**config.mk**
```make
export PLATFORM = sky130hd
export DESIGN_NAME = regfile_scoreboard
export DESIGN_NICKNAME = d
export VERILOG_FILES = /design/src/rtl/regfile_scoreboard.sv
export SDC_FILE = /design/constraint.sdc
export NUM_CORES = 2
export LEC_CHECK = 0
export BUFFER_PORTS_ARGS = -buffer_cell sky130_fd_sc_hd__buf_2
export CAP_MARGIN = 20
export CORE_ASPECT_RATIO = 1.1
export CORE_MARGIN = 2
export CORE_UTILIZATION = 45
export CTS_CLUSTER_SIZE = 12
export DETAILED_ROUTE_END_ITERATION = 10
export GPL_TIMING_DRIVEN = 0
export HOLD_SLACK_MARGIN = 0.08
export PLACE_DENSITY = 0.65
export SLEW_MARGIN = 30
export SYNTH_ARGS = -nofsm -noshare
export SYNTH_HDL_FRONTEND = slang
export SYNTH_SLANG_ARGS = --single-unit
```
**constraint.sdc**
```tcl
create_clock -name clk -period 4.3 [get_ports clk]
set_input_delay 0.86 -clock clk [delete_from_list [all_inputs] [get_ports clk]]
set_output_delay 0.86 -clock clk [all_outputs]
set_load 0.02 [all_outputs]
```
**src/rtl/regfile_scoreboard.sv**
```systemverilog
// -----------------------------------------------------------------------------
// regfile_scoreboard
//   Integer register file (x1..x31, x0 hard-wired to zero) with a per-register
//   pending-write counter. The operand-read stage uses the two combinational
//   read ports; a source is valid when no write to it is outstanding, or when
//   the only outstanding write is landing this cycle (bypass build).
//
//   Optional feature macro: WB_BYPASS_EN
//     defined   : writeback data is forwarded to the read ports on an address
//                 match, and a matching last-pending writeback makes the read
//                 valid in the same cycle.
//     undefined : no forwarding; a dependent read becomes valid one cycle
//                 after its writeback.
//
// Ports
//   clk, reset            clock, synchronous active-high reset
//   flush                 drop all outstanding reservations
//   r1_addr/r1_valid/r1_data, r2_addr/r2_valid/r2_data   read ports
//   issue_en/issue_dest   reserve a destination; issue_ready = not saturated
//   wb_en/wb_dest/wb_data one writeback per cycle
// -----------------------------------------------------------------------------
module regfile_scoreboard #(
    parameter int PEND_W = 2
) (
    input  logic        clk,
    input  logic        reset,
    input  logic        flush,
    input  logic [4:0]  r1_addr,
    output logic        r1_valid,
    output logic [31:0] r1_data,
    input  logic [4:0]  r2_addr,
    output logic        r2_valid,
    output logic [31:0] r2_data,
    input  logic        issue_en,
    input  logic [4:0]  issue_dest,
    output logic        issue_ready,
    input  logic        wb_en,
    input  logic [4:0]  wb_dest,
    input  logic [31:0] wb_data
);

    localparam logic [PEND_W-1:0] CNT_MAX = '1;
    localparam logic [PEND_W-1:0] CNT_ONE = PEND_W'(1);

    // Entry 0 is reset to zero and never written, so it reads as zero.
    logic [31:0]             r_rf [32];
    logic [31:0][PEND_W-1:0] w_cnt;

    // ------------------------------------------------------------------
    // Register storage. Writeback lands even during flush: the producing
    // instruction was older than the flush point.
    // ------------------------------------------------------------------
    always_ff @(posedge clk) begin
        if (reset) begin
            for (int i = 0; i < 32; i++) r_rf[i] <= '0;
        end else if (wb_en && wb_dest != 5'd0) begin
            r_rf[wb_dest] <= wb_data;
        end
    end

    // ------------------------------------------------------------------
    // Pending-write counters, one per architectural register 1..31.
    // ------------------------------------------------------------------
    assign w_cnt[0] = '0;

    for (genvar g = 1; g < 32; g++) begin : g_cnt
        logic [PEND_W-1:0] r_cnt;
        logic              w_inc;
        logic              w_dec;

        assign w_inc    = issue_en && (issue_dest == 5'(g));
        // A writeback to an idle register must not underflow the counter.
        assign w_dec    = wb_en && (wb_dest == 5'(g)) && (r_cnt != '0);
        assign w_cnt[g] = r_cnt;

        always_ff @(posedge clk) begin
            if (reset || flush) begin
                r_cnt <= '0;
            end else if (w_inc && !w_dec) begin
                // Saturate rather than wrap if the issuer ignores issue_ready.
                if (r_cnt != CNT_MAX) r_cnt <= r_cnt + CNT_ONE;
            end else if (w_dec && !w_inc) begin
                r_cnt <= r_cnt - CNT_ONE;
            end
        end
    end

    // ------------------------------------------------------------------
    // Read ports. A same-cycle issue to the read address is deliberately
    // ignored: the issuer is younger than (or is) the reader.
    // ------------------------------------------------------------------
    logic w_hit1;
    logic w_hit2;

`ifdef WB_BYPASS_EN
    assign w_hit1 = wb_en && (wb_dest == r1_addr) && (r1_addr != 5'd0);
    assign w_hit2 = wb_en && (wb_dest == r2_addr) && (r2_addr != 5'd0);
`else
    assign w_hit1 = 1'b0;
    assign w_hit2 = 1'b0;
`endif

    always_comb begin
        r1_valid = (r1_addr == 5'd0) || (w_cnt[r1_addr] == '0) ||
                   (w_hit1 && w_cnt[r1_addr] == CNT_ONE);
        r1_data  = (r1_addr == 5'd0) ? 32'd0 :
                   w_hit1            ? wb_data : r_rf[r1_addr];
        r2_valid = (r2_addr == 5'd0) || (w_cnt[r2_addr] == '0) ||
                   (w_hit2 && w_cnt[r2_addr] == CNT_ONE);
        r2_data  = (r2_addr == 5'd0) ? 32'd0 :
                   w_hit2            ? wb_data : r_rf[r2_addr];
    end

    assign issue_ready = (issue_dest == 5'd0) || (w_cnt[issue_dest] != CNT_MAX);

endmodule

```
* Word-level counts from Yosys, hierarchy flattened *
Memories as Yosys holds them, arrays and structs flattened.
Index checks and enable logic that the tools add are counted.

storage, ports and cells
  flip-flop bits (word level) = 62
  RAM bits = 1024
  output and inout port bits = 67
  word-level logic and storage cells = 653
  memories = 1

memory list
  memory  words  bits a word  read ports  clocked after Yosys merged registers in  write ports  RTL line  RTL
  r_rf    32     32           2           0                                        32           46        logic [31:0] r_rf [32];

cells by class
  $add $sub $neg = 62
  order comparisons = 3
  equality and inequality tests = 125
  mux-type cells = 109
  reductions and logical operators = 322

operators with widths
  cell                   number
  $mux W2                96
  $eq A5 B5 Y1 const B   32
  $logic_and A1 B1 Y1    156
  $reduce_bool A2 Y1     62
  $mux W32               3
  $eq A5 B4 Y1 const B   16
  $ne A2 B2 Y1 const B   32
  $add A2 B1 Y2 const B  31
  $logic_not A1 Y1       62
  $ne A2 B1 Y1 const B   31
  $reduce_and A2 Y1      31
  $sub A2 B1 Y2 const B  31
  $eq A5 B3 Y1 const B   8
  $reduce_or A32 Y1      1
  $bmux W2 S5            3
  $eq A5 B2 Y1 const B   4
  $lt A5 B6 Y1 const B   3
  $logic_not A5 Y1       3
  $eq A5 B1 Y1 const B   2
  $mux W1                6
  $mux W5                1
  $reduce_bool A5 Y1     1
  $logic_not A2 Y1       2
  $logic_or A1 B1 Y1     4

* Logic depth before layout (Yosys ltp) *
  word-level depth = 7
  mapped depth = 8
  depth with buffers taken out = 5

* Worst setup path after synthesis *
OpenSTA, ideal clock, no wires.

  kind = input to output
  from = input port r2_addr[0]
  to = output port r2_valid
  arrival time = 2.492 ns
  required time = 3.440 ns
  path slack = 0.948 ns
  stages on the path = 8
  buffers on the path = 4
  cell sequence = buf_2 > buf_2 > buf_4 > buf_2 > a211oi_1 > nor4_1 > o32ai_1 > nor3_1

on the way
  longest elaborated chain between the ends = 4
  elaborated cells on any way between the ends = 5
  those cells by class = mux (2); reduce/logical (3)

RTL lines
  item                  RTL line  RTL
  from (decl)           31        input logic [4:0] r2_addr,
  $bmux W2 S5           n/a
  $mux W2               n/a
  $logic_not A2 Y1      108       r2_valid = (r2_addr == 5'd0) || (w_cnt[r2_addr] == '0) ||
  $logic_or A1 B1 Y1 *  108
  to (decl)             32        output logic r2_valid,

Every way passes the cells marked *; elsewhere a longest branch is shown, timed or not. The select of a mux whose other input is x is not followed.

* Final worst setup path *
  from = input port r1_addr[2]
  to = output port r1_data[24]

on the way
  longest elaborated chain between the ends = 2
  elaborated cells on any way between the ends = 3
  those cells by class = mux (1); reduce/logical (1); memory (1)

RTL lines
  item                                                        RTL line  RTL
  from (decl)                                                 28        input logic [4:0] r1_addr,
  $mem_v2 Z32 W32 / $logic_not A5 Y1 (equally long branches)  n/a
  $mux W32 *                                                  106       r1_data = (r1_addr == 5'd0) ? 32'd0 :
  to (decl)                                                   30        output logic [31:0] r1_data,

Every way passes the cells marked *; elsewhere a longest branch is shown, timed or not.

==> out/metrics.yaml <==
layout_commonest_cell: "edfxtp_1"
rsz0062_at_grt: "yes"
ys_warn_count: 0
synth_ff_type: "edfxtp_1"
netlist_area_um2: 59700
crit_fanout: 10
vdd_drop_max_v: 0.0003568
crit_path_start_kind: "input port"
fmax_mhz: 228.6
wl_um: 208900
finalWeightedCongestion: 0.9637
ys_types: 67
start_util: 0.4520
yosysSeqAreaShare: 0.5358
grt_pass1_vias: 39650
cts_made_buffers: 112
finalHoldViolCount: 0
crit_family: "buffers and inverters"
dpl_cell_area_um2: 63030
drt-wirelength-per-cell_um: 33.14
finalMaxSlewViolations: 0
ff2ff_path_depth: 4
fin_worst_skew_ns: 0.01128
root_buffer: "clkbuf_16"
cp.buffers_inverters: 5
grt_usage: 0.3073
relSlewSlack: 0.3103
synth_seq_cells: 1086
clkTransAtPathRegs_ns: 0.06
cts_max_level: 3
layout.cells.non_filler: 6302
yosysTopAreaCell: "edfxtp_1"
postLayoutCellArea_um2: 67080
leakagePower_nw: 23.40
worstPathCellList: "buf_2, clkbuf_4, buf_4, nand2_1, clkbuf_2, o221ai_1, buf_2"
syn_avg_cell_area_um2: 14.31
hold_path_depth: 2
maxCapViolCount: 0
hold_class: "input port to flip-flop"
crit_required_ns: 3.44
status: "complete, but fails checks"
gr-total-overflow: 0
hold_buffers: 0
grt_max_degree: 33
violations: "negative setup slack"
row_count: 140
crit_path_top_delay_cell: "o221ai_1"
tritoncts: "built"
drive_above_1_share: 0.2464
worstMarginPinSlew_ns: 1.031
p_total_mw: 25.73
ioPinCount: 124
die_x_um: 351.3
final_nets: 4496
area_delta_synth_final_pct: 12.36
cp_num_cells: 7
dpl.hpwl_um: 152600
synth_top_area_share: 0.5150
min_period_over_period: 1.017
vias: 40400
setup_ws_ns: -0.07494
crit_top_cell: "buf_2"
dieArea_um2: 135600
slowest_delay_ns: 0.51
syn_inst: 4171
drcViolationCount: 0
drt_iter0_drc: 5559
synth.area.top_cells: "edfxtp_1 (52%), mux4_2 (20%), and2_1 (10%), mux2i_1 (4.4%), dfxtp_1 (2.1%)"
synth_edf_count: 1024
fp.dieH_um: 386.0
clock_sinks: 1086
crit_type: "input port to primary output"
setup-violations-final: 16
critPathArrivalTime_ns: 3.51
dp_cells: 6099
end_kind: "primary output"
core_area_um2: 132100
ant_nets: 0
clock_latency_ns: 0.74
p_per_area_nw_per_um2: 383.6
fin_setup_tns_ns: -0.5670
io_buffers: 112
final_cell_mix: "edfxtp_1 (1024), and2_1 (998), mux4_2 (527), mux2i_1 (245), clkbuf_1 (244)"
period_needed_ns: 4.375
drt_pass1_iterations: 7
cts_buffer_depth: 3
dp_slack_ns: -0.7501
grt_pass1_wl_um: 290000
vias_per_cell: 6.410
antenna_found_initial: 12
async_flop_share: 0
kinds of logic (layout without fill, tap and decap cells):
logic type | after synthesis | in the layout | share of synthesized area
flip-flops | 1086 | 1086 | 0.5358
multiplexers | 794 | 794 | 0.2436
AO/OA/AOI/OAI | 361 | 361 | 0.04328
other | 1 | 42 | 0.00006281
buffers and inverters | 422 | 737 | 0.02984
AND/OR/NAND/NOR | 1507 | 1507 | 0.1474
repair_timing:
item | 4_1_cts | 5_1_grt
pin swaps | 1 | 0
endpoints found under the setup margin | 66 | 49
setup buffers | 0 | 0
resized for setup | 112 | 54
registers in the layout (all words and copies together) (netlist names):
| signal | cells |
|---|---|
| g_cnt.r_cnt | 62 |
| r_rf | 1024 |
where the power goes:
part,switching [mW],leakage (nW),internal (mW)
clock network,4.30,1.72,5.52
logic,2.15,11.4,1.37
registers,0.263,10.3,12.1
worst reg2reg max path, cell delays in order, from the launching register on:
cell       delay, ns
dfxtp_1         0.31
clkbuf_1        0.32
nor2_1          0.11
a211oi_1        0.25
a2111oi_0       0.09
metal layers:
layer | global-route usage | part of all wire | vias up
met5 | 0 | 0.00022 | -
met2 | 0.4872 | 0.47 | 2512
met1 | 0.3982 | 0.37 | 20800
met3 | 0.07273 | 0.11 | 540
li1 | - | - | 16540
met4 | 0.1504 | 0.054 | 6
through the flow:
| stage | utilization | hold WS [ns] |
|---|---|---|
| finish | 0.5079 | 0.4586 |
| global route | 0.5077 | 0.4666 |
| CTS | 0.5063 | 0.4328 |
| detailed placement | 0.4772 | 0.5328 |
| global placement | 0.4740 | 0.5278 |
| floorplan | - | 0.4946 |
layout make-up:
class                   instances  area (um^2)
diodes                         10        25.02
plain buffers                 419         2057
clock buffers                 148         3002
clock inverters                44        529.3
fillers                     11170        65000
inverters                       3        11.26
multi-input cells            2694        26410
flip-flops and latches       1086        31990
well taps                    1775         2221
repair buffers                123        833.3
worst paths after layout:
kind / slack [ns] / end / start
max reg2reg: 3.06 / g_cnt[28].r_cnt[0] / g_cnt[28].r_cnt[0]
min: 0.46 / r_rf[20][16] / wb_data[16]
min reg2reg: 0.54 / g_cnt[31].r_cnt[1] / g_cnt[31].r_cnt[1]
max: -0.07 / r1_data[24] / r1_addr[2]
synthesized netlist by cell type (3+ instances only):
master,n
mux4_2,527
buf_2,96
nand3b_1,3
nor2_2,10
nand2b_1,27
a211oi_1,39
a22oi_1,4
or4b_1,4
nand3_1,35
nand4b_2,3
o221ai_1,63
a211o_1,3
and2_1,998
buf_1,25
buf_4,9
nand4_1,7
a2111oi_1,4
nand4bb_1,6
o22a_1,63
clkbuf_2,29
dfxtp_1,62
nor2_1,183
nor2b_1,9
and4b_1,4
and4bb_2,6
a21oi_1,71
or2_1,7
o22ai_1,4
mux2i_1,265
nand2_1,118
edfxtp_1,1024
a2111oi_0,26
clkbuf_1,259
o21ai_0,66
o21a_1,4
or2_2,25
nand4b_1,3
nor3_1,40
Note: power is estimated with default switching activity, not from simulation.
